File: config.mk
export PLATFORM = sky130hd
export DESIGN_NAME = updown_sweep_ctrl
export DESIGN_NICKNAME = d
export VERILOG_FILES = /design/src/rtl/updown_sweep_ctrl.sv
export SDC_FILE = /design/constraint.sdc
export NUM_CORES = 1
export LEC_CHECK = 0
export BUFFER_PORTS_ARGS = -buffer_cell sky130_fd_sc_hd__buf_2
export CAP_MARGIN = 30
export CORE_MARGIN = 3
export CORE_UTILIZATION = 35
export CTS_BUF_LIST = sky130_fd_sc_hd__clkbuf_8 sky130_fd_sc_hd__clkbuf_16
export DETAILED_ROUTE_END_ITERATION = 7
export PLACE_DENSITY = 0.62
export SYNTH_ARGS = -nofsm -noshare
export SYNTH_HDL_FRONTEND = slang
export SYNTH_SLANG_ARGS = --single-unit
export TNS_END_PERCENT = 1
File: constraint.sdc
create_clock -name clk -period 5.7 [get_ports clk]
set_input_delay 1.425 -clock clk [delete_from_list [all_inputs] [get_ports clk]]
set_output_delay 1.425 -clock clk [all_outputs]
set_load 0.05 [all_outputs]
File: src/rtl/updown_sweep_ctrl.sv
// -----------------------------------------------------------------------------
// updown_sweep_ctrl
//
// Purpose:
//   Sequencer for a free-running WIDTH-bit up/down counter. It drives the
//   counter's synchronous clear and direction inputs so the counter sweeps
//   back and forth between two bounds (lo, hi) for a commanded number of
//   passes. One pass is a full traverse lo->hi or hi->lo. Commands arrive on
//   a valid/ready handshake, one at a time.
//
// Ports:
//   clk         in   1      system clock, all state on rising edge
//   reset_n     in   1      asynchronous active-low reset
//   cmd_valid   in   1      sweep command present
//   cmd_ready   out  1      high only while idle; accept on valid & ready
//   cmd_lo      in   WIDTH  lower bound
//   cmd_hi      in   WIDTH  upper bound
//   cmd_passes  in   PW     number of passes to perform
//   abort       in   1      terminate the active sweep
//   cnt_y       in   WIDTH  counter output fed back
//   cnt_clr     out  1      counter sync clear (Mealy)
//   cnt_dir     out  1      counter direction, 1=up 0=down (Mealy)
//   busy        out  1      sequencer not idle
//   done        out  1      one-cycle pulse, sweep completed normally
//   err         out  1      one-cycle pulse, command rejected
//   pass_cnt    out  PW     passes completed in the current/last sweep
//
// The counter advances on every edge, so cnt_clr/cnt_dir must react in the
// same cycle the endpoint value is seen on cnt_y; they are combinational from
// state, latched bounds and cnt_y. All other outputs come straight from flops.
// The final endpoint cycle of a sweep (the "finish" cycle) is not a separate
// registered state: it is the UP/DOWN cycle in which the last pass completes,
// where cnt_clr is raised and the next state is IDLE.
// -----------------------------------------------------------------------------
module updown_sweep_ctrl #(
    parameter int WIDTH = 4,
    parameter int PW    = 8
) (
    input  logic             clk,
    input  logic             reset_n,
    input  logic             cmd_valid,
    output logic             cmd_ready,
    input  logic [WIDTH-1:0] cmd_lo,
    input  logic [WIDTH-1:0] cmd_hi,
    input  logic [PW-1:0]    cmd_passes,
    input  logic             abort,
    input  logic [WIDTH-1:0] cnt_y,
    output logic             cnt_clr,
    output logic             cnt_dir,
    output logic             busy,
    output logic             done,
    output logic             err,
    output logic [PW-1:0]    pass_cnt
);

    typedef enum logic [1:0] {
        ST_IDLE = 2'd0,
        ST_SEEK = 2'd1,
        ST_UP   = 2'd2,
        ST_DOWN = 2'd3
    } state_t;

    state_t           state_q, state_d;
    logic [WIDTH-1:0] lo_q, lo_d;
    logic [WIDTH-1:0] hi_q, hi_d;
    logic [PW-1:0]    passes_q, passes_d;
    logic [PW-1:0]    pass_cnt_q, pass_cnt_d;
    logic             done_q, done_d;
    logic             err_q, err_d;
    logic             busy_q, busy_d;
    logic             ready_q, ready_d;
    logic [PW-1:0]    pass_next_s;

    // A command is usable only with a non-empty range and at least one pass.
    function automatic logic cmd_is_legal(
        input logic [WIDTH-1:0] lo,
        input logic [WIDTH-1:0] hi,
        input logic [PW-1:0]    passes
    );
        cmd_is_legal = (lo < hi) && (passes != {PW{1'b0}});
    endfunction

    // Next-state, latched-command and Mealy counter-control logic.
    always_comb begin
        state_d     = state_q;
        lo_d        = lo_q;
        hi_d        = hi_q;
        passes_d    = passes_q;
        pass_cnt_d  = pass_cnt_q;
        done_d      = 1'b0;
        err_d       = 1'b0;
        cnt_clr     = 1'b1;
        cnt_dir     = 1'b1;
        pass_next_s = pass_cnt_q + {{(PW-1){1'b0}}, 1'b1};

        case (state_q)
            ST_IDLE: begin
                // Counter held at 0 while idle; abort is meaningless here.
                cnt_clr = 1'b1;
                cnt_dir = 1'b1;
                if (cmd_valid) begin
                    lo_d       = cmd_lo;
                    hi_d       = cmd_hi;
                    passes_d   = cmd_passes;
                    pass_cnt_d = {PW{1'b0}};
                    if (cmd_is_legal(cmd_lo, cmd_hi, cmd_passes)) begin
                        state_d = ST_SEEK;
                    end else begin
                        err_d = 1'b1;
                    end
                end else begin
                    state_d = ST_IDLE;
                end
            end

            ST_SEEK: begin
                if (abort) begin
                    cnt_clr = 1'b1;
                    state_d = ST_IDLE;
                end else begin
                    // Count up from 0; reaching lo is not a pass, just the start.
                    cnt_clr = 1'b0;
                    cnt_dir = 1'b1;
                    if (cnt_y == lo_q) begin
                        state_d = ST_UP;
                    end else begin
                        state_d = ST_SEEK;
                    end
                end
            end

            ST_UP: begin
                if (abort) begin
                    cnt_clr = 1'b1;
                    state_d = ST_IDLE;
                end else begin
                    cnt_clr = 1'b0;
                    if (cnt_y == hi_q) begin
                        // Turn at hi so the counter never wraps past the top.
                        cnt_dir    = 1'b0;
                        pass_cnt_d = pass_next_s;
                        if (pass_next_s == passes_q) begin
                            cnt_clr = 1'b1;
                            done_d  = 1'b1;
                            state_d = ST_IDLE;
                        end else begin
                            state_d = ST_DOWN;
                        end
                    end else begin
                        cnt_dir = 1'b1;
                        state_d = ST_UP;
                    end
                end
            end

            ST_DOWN: begin
                if (abort) begin
                    cnt_clr = 1'b1;
                    state_d = ST_IDLE;
                end else begin
                    cnt_clr = 1'b0;
                    if (cnt_y == lo_q) begin
                        cnt_dir    = 1'b1;
                        pass_cnt_d = pass_next_s;
                        if (pass_next_s == passes_q) begin
                            cnt_clr = 1'b1;
                            done_d  = 1'b1;
                            state_d = ST_IDLE;
                        end else begin
                            state_d = ST_UP;
                        end
                    end else begin
                        cnt_dir = 1'b0;
                        state_d = ST_DOWN;
                    end
                end
            end

            default: begin
                // Unreachable encoding: fall back to the safe idle condition.
                cnt_clr = 1'b1;
                cnt_dir = 1'b1;
                state_d = ST_IDLE;
            end
        endcase

        busy_d  = (state_d != ST_IDLE);
        ready_d = (state_d == ST_IDLE);
    end

    // State and registered-output flops.
    always_ff @(posedge clk or negedge reset_n) begin
        if (!reset_n) begin
            state_q    <= ST_IDLE;
            lo_q       <= {WIDTH{1'b0}};
            hi_q       <= {WIDTH{1'b0}};
            passes_q   <= {PW{1'b0}};
            pass_cnt_q <= {PW{1'b0}};
            done_q     <= 1'b0;
            err_q      <= 1'b0;
            busy_q     <= 1'b0;
            ready_q    <= 1'b1;
        end else begin
            state_q    <= state_d;
            lo_q       <= lo_d;
            hi_q       <= hi_d;
            passes_q   <= passes_d;
            pass_cnt_q <= pass_cnt_d;
            done_q     <= done_d;
            err_q      <= err_d;
            busy_q     <= busy_d;
            ready_q    <= ready_d;
        end
    end

    assign cmd_ready = ready_q;
    assign busy      = busy_q;
    assign done      = done_q;
    assign err       = err_q;
    assign pass_cnt  = pass_cnt_q;

endmodule

After elaboration in Yosys (flattened, before gate mapping)
Index checks and enable logic that the tools add are counted.

cells by class
  multiply operators = 0
  mux-type cells = 35
  reduce and logical (&&, ||, !) cells = 9
  divide/modulo/power cells = 0
  $add $sub $neg = 1
  eq/ne operators = 11
  order comparisons = 1
  shift operators = 0
  bitwise logic cells = 0

operator list
  cell                                           count
  two-way mux 8 bit                              5
  one-hot mux 8 bit (3 select lines)             1
  two-way mux 2 bit                              10
  two-way mux 1 bit                              15
  != test 2 bit, second input constant           5
  adder 8 x 1 -> 8 bit, second input constant    1
  == test 4 bit                                  2
  == test 8 bit                                  1
  one-hot mux 2 bit (4 select lines)             1
  nonzero test 8 bit                             1
  AND reduction 6 bit                            1
  == test 2 bit, second input constant           2
  zero test 2 bit                                2
  less-than comparator 4 bit                     1
  one-hot mux 1 bit (4 select lines)             1
  one-hot mux 1 bit (3 select lines)             1
  nonzero test 3 bit                             1
  == test 2 x 1 -> 1 bit, second input constant  1
  one-hot mux 1 bit (2 select lines)             1
  AND reduction 2 bit                            1
  nonzero test 2 bit                             1
  OR reduction 2 bit                             1
  logical AND 1 bit                              1

storage, ports and cells
  ROM bits = 0
  register bits = 30
  memories = 0
  input bits = 24
  latch bits = 0
  RAM bits = 0

Depth between registers and ports, before layout
  depth after elaboration = 7
  depth in mapped cells = 9
  depth with buffers taken out = 7

Worst setup path before layout
OpenSTA, ideal clock, no wires.

  path type = input-to-output
  start point = input port cnt_y[1]
  end point = output port cnt_clr
  setup slack = 1.238 ns
  path buffers = 0
  required time = 4.275 ns
  data arrival time = 3.037 ns
  stages on the path = 5
  cells stage by stage = xor2_1 > nor4_2 > nand2_2 > o21a_1 > o211ai_1

between the ends
  cells in the longest elaborated chain, start to end = 4
  elaborated cells between the ends (all ways) = 7

RTL lines
  element                                      RTL line  RTL
  from (decl)                                  47        input logic [WIDTH-1:0] cnt_y,
  == test 4 bit, on equally long branches      162, 138
  two-way mux 1 bit, on equally long branches  162, 138
  two-way mux 1 bit, on equally long branches  157, 133
  one-hot mux 1 bit (4 select lines) (*)       96        case (state_q)
  to (decl)                                    48        output logic cnt_clr,

Every way passes the cells marked *; elsewhere a longest branch is shown, timed or not.

Worst setup path after layout
Ends and elaborated chain as after synthesis.

==> impl_metrics.py <==
metrics = {
    "power_and_ir_drop": {
        "p_clk_frac": 0.289,
        "vdd_drop_max_mv": 0.150,
        "comb_power_share": 0.258,
        "p_sw_frac": 0.312,
        "p_total_mw": 0.598,
        "p_leak_nw": 0.990,
        "seq_power_share": 0.452,
        "internal-power_mw": 0.411,
        "p_sw_mw": 0.187,
        "p_per_area_mw_per_mm2": 281,
    },
    "placement": {
        "gp_congestion": 0.831,
        "dpl.hpwl_mm": 2.97,
        "dpl.cell_count": 274,
        "port_buffers": 37,
    },
    "cells_and_area": {
        "fillers": 496,
        "antenna_cells": 0,
        "nets": 246,
        "syn2layout_area_growth_pct": 17.0,
        "utilization": 0.436,
        "stdcell_count": 282,
        "drive_gt1_frac": 0.312,
    },
    "hold_path": {
        "hp-class": "flip-flop to flip-flop",
    },
    "cts": {
        "ctsHoldBuffers": 0,
        "ctsResizeCount": 0,
        "cts_num_sinks": 30,
        "clockBufferDepth": 2,
        "clk_pin_slew_ns": 0.06,
        "cts_tree": "done",
        "insertion_delay_ns": 0.28,
        "post_cts_buffers": 0,
        "htreeDepth": 2,
        "root_buffer": "clkbuf_8",
        "cts-buffers-inserted": 5,
    },
    "detailed_routing": {
        "drc_errors": 0,
        "ant_nets": 0,
        "drt_iter0_drc": 83,
        "via_count": 1421,
        "vias_per_cell": 5.04,
        "first_pass_iters": 4,
        "totalWireLength_mm": 3.81,
        "wl_per_cell_um": 13.5,
    },
    "critical_path": {
        "arrival_ns": 2.88,
        "crit_start": "cnt_y[1]",
        "timing.rr.end": "pass_cnt[6]",
        "cp_data_required_time_ns": 4.28,
        "rr_startpoint": "hi_q[1]",
        "reg2regPathDepth": 6,
        "reg2reg_slack_ns": 3.35,
        "cp_max_fo": 4,
        "end_kind": "output port",
        "crit_end": "cnt_clr",
        "startpoint_type": "input port",
        "critPathKind": "input port to output port",
    },
    "sta": {
        "slew_violations": 0,
        "finClkSkew_ns": 0.00619,
        "fin_crit_sh": 0.755,
        "slew_headroom": 0.512,
        "setup_violations": 0,
        "tns_ns": 0,
        "worstMarginPinSlew_ns": 0.730,
        "min_period_ns": 4.31,
        "hold_viol_final": 0,
        "rsz0062_at_grt": "no",
        "clock.fmax_ghz": 0.232,
    },
    "synthesis": {
        "syn_inst": 178,
        "synthFlopType": "dfrtp_1",
        "synth_edf_count": 0,
        "synth.avg_cell_area_um2": 10.2,
        "seq_area_frac_synth": 0.414,
        "yosysTopAreaCell": "dfrtp_1",
        "syn_nets": 210,
        "async_reset_ff_frac": 1.00,
        "netlist.area_leader.share": 0.399,
        "synth_most_common_cell": "dfrtp_1",
        "netlist_area_mm2": 0.00182,
        "ys_types": 44,
        "yosys-top-cells-count": "dfrtp_1 (29), o21ai_0 (21), mux2_2 (13)",
        "synthTopCellsByArea": "dfrtp_1 (40%), mux2_2 (8.1%), o21ai_0 (5.8%)",
        "ys_warn_count": 0,
        "ys_ff_latch": 30,
    },
    "global_route": {
        "grt_pass1_vias": 1383,
        "antenna_found_initial": 0,
        "grt_overflow": 0,
        "grt_usage": 0.142,
        "grt_pass1_wl_mm": 6.76,
        "grt_max_degree": 31,
    },
    "run": {
        "drv_cap": 0,
    },
    "floorplanning": {
        "io_pins": 38,
        "fp.coreArea_mm2": 0.00488,
        "num_rows": 25,
        "dieArea_mm2": 0.00609,
        "dieHeight_um": 78.1,
        "die_x_um": 78.1,
        "initial_core_util": 0.373,
    },
    "run_status": {
        "status": "complete, no violations",
    },
}
[cell families (layout without fill, tap and decap cells)]
| group | after synthesis | count (layout) | synth area share |
|---|---|---|---|
| AND/OR/NAND/NOR | 44 | 44 | 0.129 |
| multiplexers | 13 | 13 | 0.0805 |
| buffers and inverters | 16 | 53 | 0.0447 |
| AO/OA/AOI/OAI | 50 | 50 | 0.195 |
| flip-flops | 30 | 30 | 0.414 |
| XOR/XNOR | 17 | 17 | 0.0819 |
| adder cells (fa/ha/maj) | 8 | 8 | 0.0551 |
[worst min path at each step]
stage | startpoint | end | slack (ns) | cells after the start
2_1_floorplan | hi_q[1] | hi_q[1] | 0.47 | 2
3_3_place_gp | hi_q[3] | hi_q[3] | 0.48 | 2
3_5_place_dp | hi_q[1] | hi_q[1] | 0.49 | 2
4_1_cts | hi_q[1] | hi_q[1] | 0.51 | 2
5_1_grt | lo_q[3] | lo_q[3] | 0.54 | 1
6_report | hi_q[1] | hi_q[1] | 0.50 | 2
[final cells by class]
type                       count  area (um2)  area share
sequential                    30         752       0.354
clock buffer                   6        82.6      0.0388
timing repair buffer          37         185      0.0871
multi-input combinational    132         985       0.463
clock inverter                 2        8.76     0.00412
inverter                       8        30.0      0.0141
tap                           67        83.8      0.0394
[registers in the layout (all words and copies together) (netlist names)]
register / cells
busy: 1
cmd_ready: 1
done: 1
err: 1
hi_q: 4
lo_q: 4
pass_cnt: 8
passes_q: 8
state_q: 2
[metrics by stage]
step	instance area [um2]	hold slack, ns	worst slack, ns
2_1_floorplan	1820	0.469	1.24
3_3_place_gp	2040	0.483	1.39
3_5_place_dp	2040	0.494	1.38
4_1_cts	2130	0.509	1.38
5_1_grt	2130	0.541	1.25
6_report	2130	0.504	1.39
[placed cells by master, fill, tap and decap left out, types with 2 or more instances in the layout]
cell      synthesis  layout
buf_2             2      37
dfrtp_1          29      29
o21ai_0          21      21
mux2_2           13      13
nand2_1          11      11
inv_1             8       9
xnor2_1           9       9
xor2_1            8       8
nor2_1            8       8
ha_1              8       8
nand2b_1          6       6
clkbuf_8          1       6
nand3_1           4       4
a21oi_1           4       4
o31ai_1           4       4
nand4_1           3       3
a211oi_1          3       3
o21a_1            3       3
nor4_1            2       2
and2_1            2       2
a211o_1           2       2
o41ai_2           2       2
a31oi_1           2       2
[metal layers]
metal | GRT usage | part of all wire
met1 | 0.198 | 0.47
met2 | 0.199 | 0.43
met3 | 0.0516 | 0.078
met4 | 0.0577 | 0.018
met5 | 0 | 0
[power by group through the flow]
stage | combinational, mW | clock [mW] | sequential, mW
finish | 0.154 | 0.173 | 0.271
global route | 0.175 | 0.191 | 0.275
CTS | 0.157 | 0.181 | 0.271
detailed placement | 0.157 | 0 | 0.275
global placement | 0.155 | 0 | 0.273
floorplan | 0.106 | 0 | 0.282
[worst max-delay path: stages]
cell and delay, ns:
buf_2 0.11, xor2_1 0.16, nor4_2 0.43, nand2_2 0.13, o21a_1 0.19, o211ai_1 0.14, buf_2 0.29
Power figures use the tool's default switching activity.
